### config.mk
export PLATFORM = sky130hd
export DESIGN_NAME = sync_fifo_stream_reader
export DESIGN_NICKNAME = d
export VERILOG_FILES = /design/src/rtl/sync_fifo_pkg.sv /design/src/rtl/stream_skid_buf.sv /design/src/rtl/sync_fifo_stream_reader.sv
export SDC_FILE = /design/constraint.sdc
export NUM_CORES = 1
export LEC_CHECK = 0
export ABC_AREA = 1
export BUFFER_PORTS_ARGS = -buffer_cell sky130_fd_sc_hd__buf_2
export CAP_MARGIN = 0
export CORE_UTILIZATION = 40
export CTS_BUF_LIST = sky130_fd_sc_hd__clkbuf_8
export CTS_CLUSTER_DIAMETER = 100
export DETAILED_ROUTE_END_ITERATION = 10
export SYNTH_ARGS = -nofsm -noshare
export SYNTH_HDL_FRONTEND = slang
export SYNTH_HIERARCHICAL = 1
export SYNTH_SLANG_ARGS = --single-unit
### constraint.sdc
create_clock -name clk -period 5.5 [get_ports clk]
set_input_delay 1.375 -clock clk [delete_from_list [all_inputs] [get_ports clk]]
set_output_delay 1.375 -clock clk [all_outputs]
set_load 0.01 [all_outputs]
### src/rtl/sync_fifo_pkg.sv
// Shared types and default sizing for the synchronous FIFO, its stream reader and benches.
package sync_fifo_pkg;

  typedef enum logic [1:0] {
    IDLE = 2'd0,
    RUN  = 2'd1,
    STOP = 2'd2
  } rd_state_t;

  localparam int DEF_DATA_WIDTH = 16;
  localparam int DEF_BURST_LEN  = 4;
  localparam int DEF_CNT_WIDTH  = 16;

endpackage

### src/rtl/stream_skid_buf.sv
// Two-entry in-order output queue; entry 0 is always the head presented downstream.
module stream_skid_buf #(
  parameter int W = 17
) (
  input  logic         clk,
  input  logic         rst,
  input  logic         push_i,
  input  logic [W-1:0] push_data_i,
  input  logic         pop_i,
  output logic [1:0]   occ_o,
  output logic [W-1:0] head_o
);

  logic [W-1:0] e0_q, e0_d;
  logic [W-1:0] e1_q, e1_d;
  logic [1:0]   occ_q, occ_d;

  // Callers never push into a full queue without popping, nor pop an empty one.
  always_comb begin
    e0_d  = e0_q;
    e1_d  = e1_q;
    occ_d = occ_q;
    case ({push_i, pop_i})
      2'b10: begin
        if (occ_q == 2'd0) e0_d = push_data_i;
        else               e1_d = push_data_i;
        occ_d = occ_q + 2'd1;
      end
      2'b01: begin
        e0_d  = e1_q;
        occ_d = occ_q - 2'd1;
      end
      2'b11: begin
        if (occ_q == 2'd2) begin
          e0_d = e1_q;
          e1_d = push_data_i;
        end else begin
          e0_d = push_data_i;
        end
      end
      default: ;
    endcase
  end

  always_ff @(posedge clk) begin
    if (rst) begin
      e0_q  <= '0;
      e1_q  <= '0;
      occ_q <= 2'd0;
    end else begin
      e0_q  <= e0_d;
      e1_q  <= e1_d;
      occ_q <= occ_d;
    end
  end

  assign occ_o  = occ_q;
  assign head_o = e0_q;

endmodule

### src/rtl/sync_fifo_stream_reader.sv
// Drains a 1-cycle-latency FIFO read port into a burst-framed valid/ready stream.
// Handshake: a beat moves when m_valid && m_ready; m_valid/m_data/m_last hold until then.
module sync_fifo_stream_reader
  import sync_fifo_pkg::*;
#(
  parameter int DATA_WIDTH = DEF_DATA_WIDTH,
  parameter int BURST_LEN  = DEF_BURST_LEN,
  parameter int CNT_WIDTH  = DEF_CNT_WIDTH
) (
  input  logic                  clk,
  input  logic                  rst,
  input  logic                  enable,
  input  logic                  fifo_empty,
  input  logic [DATA_WIDTH-1:0] fifo_data,
  output logic                  fifo_rd_en,
  output logic                  m_valid,
  input  logic                  m_ready,
  output logic [DATA_WIDTH-1:0] m_data,
  output logic                  m_last,
  output logic                  busy,
  output logic [CNT_WIDTH-1:0]  words_sent
);

  localparam int BW = (BURST_LEN > 1) ? $clog2(BURST_LEN) : 1;
  localparam logic [BW-1:0] LAST_BEAT = BW'(BURST_LEN - 1);

  rd_state_t             state_q;
  logic [BW-1:0]         rd_beat_q, rd_beat_d;
  logic                  inflight_q;
  logic                  inflight_last_q;
  logic [CNT_WIDTH-1:0]  words_sent_q;

  logic [1:0]            occ;
  logic [DATA_WIDTH:0]   head;
  logic                  pop;
  logic                  issue_last;
  logic                  issue_ok;
  logic [2:0]            level;

  assign m_valid    = (occ != 2'd0);
  assign pop        = m_valid && m_ready;
  assign issue_last = (rd_beat_q == LAST_BEAT);
  assign level      = 3'(occ) + 3'(inflight_q) - 3'(pop);

  // With enable low, reads keep flowing only until the current burst has been fully issued.
  assign issue_ok   = (state_q == RUN) && (enable || (rd_beat_q != '0));
  assign fifo_rd_en = issue_ok && !fifo_empty && (level < 3'd2);

  assign rd_beat_d  = issue_last ? '0 : rd_beat_q + BW'(1);

  // Burst position is tagged at issue time and travels with the word, so the
  // output side never has to recount beats.
  always_ff @(posedge clk) begin
    if (rst) begin
      state_q         <= IDLE;
      rd_beat_q       <= '0;
      inflight_q      <= 1'b0;
      inflight_last_q <= 1'b0;
      words_sent_q    <= '0;
    end else begin
      inflight_q <= fifo_rd_en;
      if (fifo_rd_en) begin
        inflight_last_q <= issue_last;
        rd_beat_q       <= rd_beat_d;
      end
      if (pop) words_sent_q <= words_sent_q + CNT_WIDTH'(1);
      case (state_q)
        IDLE: if (enable) state_q <= RUN;
        RUN:  if (!enable && (rd_beat_q == '0)) state_q <= STOP;
        STOP: begin
          if (enable)                             state_q <= RUN;
          else if ((occ == 2'd0) && !inflight_q)  state_q <= IDLE;
        end
        default: state_q <= IDLE;
      endcase
    end
  end

  stream_skid_buf #(
    .W(DATA_WIDTH + 1)
  ) u_skid (
    .clk         (clk),
    .rst         (rst),
    .push_i      (inflight_q),
    .push_data_i ({inflight_last_q, fifo_data}),
    .pop_i       (pop),
    .occ_o       (occ),
    .head_o      (head)
  );

  assign m_data     = head[DATA_WIDTH-1:0];
  assign m_last     = head[DATA_WIDTH];
  assign busy       = (state_q != IDLE) || (occ != 2'd0) || inflight_q;
  assign words_sent = words_sent_q;

endmodule
[Yosys cells after proc, flatten, opt, wreduce, memory -nomap -nowiden]
Cells that the tools add are included.
W data, S select, Z words.
Word-level totals
  bits in read-only memories: 0
  word-level logic and storage cells: 65
  output and inout port bits: 36
  RAM bits: 0
  input bits: 21
  register bits: 58
  bits in latches: 0
  memories kept: 0
Operators by class
  add/sub/neg operators: 6
  reductions and logical operators: 24
  mux-type cells: 13
  divide/modulo/power cells: 0
  shift-type cells: 0
  bitwise gates (word level): 0
  multiply operators: 0
  equality and inequality tests: 13
  magnitude comparators: 1
Operator list (number)
  $mux W17: 4
  $pmux W17 S3: 1
  $pmux W17 S2: 1
  $add A16 B1 Y16 const B: 1
  $eq A2 B2 Y1 const B: 5
  $mux W2: 5
  $reduce_bool A2 Y1: 5
  $logic_and A1 B1 Y1: 6
  $logic_not A2 Y1: 3
  $ne A2 B2 Y1 const B: 3
  $pmux W2 S3: 1
  $reduce_and A3 Y1: 2
  $add A2 B1 Y2 const B: 2
  $eq A2 B1 Y1 const B: 2
  $ne A2 B1 Y1 const B: 2
  $pmux W2 S2: 1
  $add A2 B1 Y3: 1
  $logic_not A1 Y1: 3
  $logic_or A1 B1 Y1: 3
  $lt A3 B2 Y1 const B: 1
  $ne A3 B3 Y1 const B: 1
  $reduce_bool A3 Y1: 1
  $sub A3 B1 Y3: 1
  $reduce_and A2 Y1: 1
  $sub A2 B1 Y2 const B: 1

[Longest topological paths before layout]
  word-level depth: 5
  mapped depth: 12
  gate-level depth less buffers: 12

[By module]
Netlist, hierarchy kept.
Modules (own cells, without submodules)
  stream_skid_buf: instances 1, cells an instance 285, area an instance 1846.8 sq um, sequential area each 720.7 sq um
  sync_fifo_stream_reader: instances 1, cells an instance 166, area an instance 1157.4 sq um, sequential area each 440.4 sq um

[Worst setup path before layout]
OpenSTA, ideal clock, no wires.
  path kind: input to output
  start: input m_ready
  end: output fifo_rd_en
  cell stages on the path: 8
  slack: 1.429 ns
  data arrival time: 2.696 ns
  path buffers: 0
  data required time: 4.125 ns
  cell sequence: inv_2 > nor2_4 > ha_1 > inv_1 > nand2_1 > fa_1 > nand4_1 > inv_2
Between the ends
  cells in the longest elaborated chain, start to end: 4
RTL lines
  start: declaration: line sync_fifo_stream_reader.sv:17  | input logic m_ready,
  $logic_and A1 B1 Y1: line sync_fifo_stream_reader.sv:41  | assign pop = m_valid && m_ready;
  via pop: line sync_fifo_stream_reader.sv:35  | logic pop;
  $sub A3 B1 Y3: line sync_fifo_stream_reader.sv:43  | assign level = 3'(occ) + 3'(inflight_q) - 3'(pop);
  $lt A3 B2 Y1: line sync_fifo_stream_reader.sv:47  | assign fifo_rd_en = issue_ok && !fifo_empty && (level < 3'd2);
  $logic_and A1 B1 Y1: line sync_fifo_stream_reader.sv:47
  end: declaration: line sync_fifo_stream_reader.sv:15  | output logic fifo_rd_en,
The timed path passes the listed nets, and every way through them passes these cells.

[Worst setup path after layout]
Ends and elaborated chain as after synthesis.

==> metrics <==
Design Power 1050 µW; synth warn 6; vias per cell 4.54; Num Clock Sinks 58; Initial Util 41.4%; Mapped Cells 451; htree depth 3; total grt overflow 0; Longest Clk Path Bufs 2; FF+latch area 0.00116 mm²; Final ANT Viol Nets 0; RSZ-0062 raised after global routing false; # fillers 740; area of the multi-input gates 0.00143 mm²; largest net degree at the start of global routing 53; Clock Latency Late Sink 0.33 ns; Final Hold Vio Count 0; final clock skew 0.00536 ns; VDD IR max 0.115 mV; clock power share 47.4%; Netlist cell types 29; Synth Area per Inst 6.66 µm²; worst slew pin tran 0.828 ns; cts repair resizes 0; #FFs+latches synth 58; Setup crit end kind primary output; first-pass GRT wire length 10800 µm; Switching Share 23.8%; most common cell after layout, fill and taps aside nand2_1; Post-CTS Setup Bufs 0; Rel. slew slack 44.7%; Pint 799 µW; nets 532; post-layout worst setup margin 1.03 ns; Final setup viols 0; router iterations before antenna repair 4; total track usage 17.8%; CP Data Arrival Time 3.10 ns; status finished clean; Site Rows 31; cts hold-fix bufs 0; Flop pwr share 42.5%; DP Worst Slack 1.03 ns; Max-cap violations 0; Peak Freq 224 MHz; initial antenna violation count 0; syn nets 481; most frequent cells in the layout 84 x nand2_1, 77 x inv_1, 58 x dfxtp_1; Static Leak 0.00177 µW; drt total wl 6510 µm; post-synthesis cell area 0.00300 mm²; Diodes inserted 0; CTS tree yes; die area 0.00786 mm²; power share of the combinational group 10.1%; cts bufs inserted 9; final-report max-slew violation count 0; NetSw 249 µW; layout cell share with drive strength beyond 1 19.1%; die height 88.7 µm; Starting DRT DRC Count 116; core box area 0.00725 mm²; sequential share of the synthesized area 38.7%; wire length per cell 10.7 µm; Setup crit start kind input port; IO buf count 56; Pwr per Cell Area 293 mW/mm²; Syn-to-layout area delta 19.0%; vias post-DR 2751; DP HPWL 4270 µm; setup tns final 0 ns; Hold WC Path Type flip-flop to flip-flop; Top Ports 57; fin crit share 81.3%; die width 88.7 µm; clock slew at reported path FFs 0.06 ns; Period minus WS final 4.47 ns; vias in the first global route 2478; crit path max fanout 7; root buffer cell clkbuf_8; DR DRC count 0; kind of critical path input port to primary output; GPL Wtd Cong 0.768; Required @ worst endpoint 4.12 ns
-- synthesized netlist by cell type --
master	count	area share, %
xnor2_1	1	0.29
buf_1	1	0.12
nand2_2	6	1.2
nand4_1	3	0.62
nor3b_1	1	0.25
nand3_4	1	0.58
inv_1	77	9.6
fa_1	1	0.67
o21ai_0	4	0.67
ha_1	8	3.3
o21ai_1	6	1.0
dfxtp_1	58	39
buf_6	1	0.37
nor2_8	1	0.67
buf_4	1	0.25
nor2_4	2	0.75
buf_2	13	2.2
nor2_1	53	6.6
nor2_2	5	1.0
inv_2	8	1.0
clkinv_1	1	0.12
o21a_1	1	0.25
nor3_1	6	1.0
nand3_1	57	9.5
a21o_1	1	0.25
nand3_2	1	0.33
clkbuf_1	1	0.12
nand2_1	84	10
a21oi_1	48	8.0
-- path summary, 6_finish.rpt --
path,from,end,slack [ns],cells past startpoint
worst max register to register,u_skid/occ_o[1],u_skid/head_o[11],3.16,10
worst max-delay path,m_ready,fifo_rd_en,1.03,10
worst min register to register,words_sent[12],words_sent[12],0.48,2
worst min-delay path,words_sent[12],words_sent[12],0.48,2
-- critical path, cell delays in order --
cell	delay [ns]
buf_2	0.12
inv_2	0.05
nor2_4	0.20
ha_1	0.27
inv_1	0.05
nand2_1	0.06
fa_1	0.50
nand4_1	0.20
inv_2	0.14
buf_2	0.14
-- routing by layer --
metal | routed length (µm) | global-route usage, % | vias up
li1 | - | - | 1509
met1 | 3310 | 22.1 | 1188
met2 | 2920 | 29.7 | 52
met3 | 252 | 3.26 | 2
met4 | 33 | 8.50 | 0
met5 | 0 | 0 | -
-- logic make-up after synthesis --
group	count (synthesis)	share of synthesized area [%]
compound gates	60	10.2
simple gates	220	33.1
fa+ha+maj	9	4.00
xor+xnor	1	0.292
flops	58	38.7
buf+inv	103	13.8
-- metrics by stage --
stage / instances / hold WS, ns / utilization, % / cell area, µm²
4_1_cts: 606 / 0.489 / 49.3 / 3580
5_1_grt: 606 / 0.515 / 49.3 / 3580
6_report: 606 / 0.476 / 49.3 / 3580
2_1_floorplan: 451 / 0.442 / - / 3000
3_3_place_gp: 590 / 0.459 / 45.8 / 3320
3_5_place_dp: 590 / 0.477 / 45.8 / 3320
-- final cells by class --
cell class	count	share of cell area, %
Multi-Input combinational cell	290	40.0
Sequential cell	58	32.5
Inverter	86	9.03
Timing Repair Buffer	57	8.05
Clock buffer	11	4.23
Tap cell	99	3.46
Clock inverter	5	2.80
-- flip-flops by register name (all words and copies together) (netlist names) --
name,flops
inflight_last_q,1
inflight_q,1
rd_beat_q,2
state_q,2
u_skid/e1_q,17
u_skid/head_o,17
u_skid/occ_o,2
words_sent,16
-- power by group through the flow --
stage	combinational [µW]	clock (µW)	sequential, µW
global placement	105	0	455
floorplan	65.7	0	460
finish	106	497	445
detailed placement	106	0	455
CTS	107	512	445
global route	122	527	448
Power figures use the tool's default switching activity.
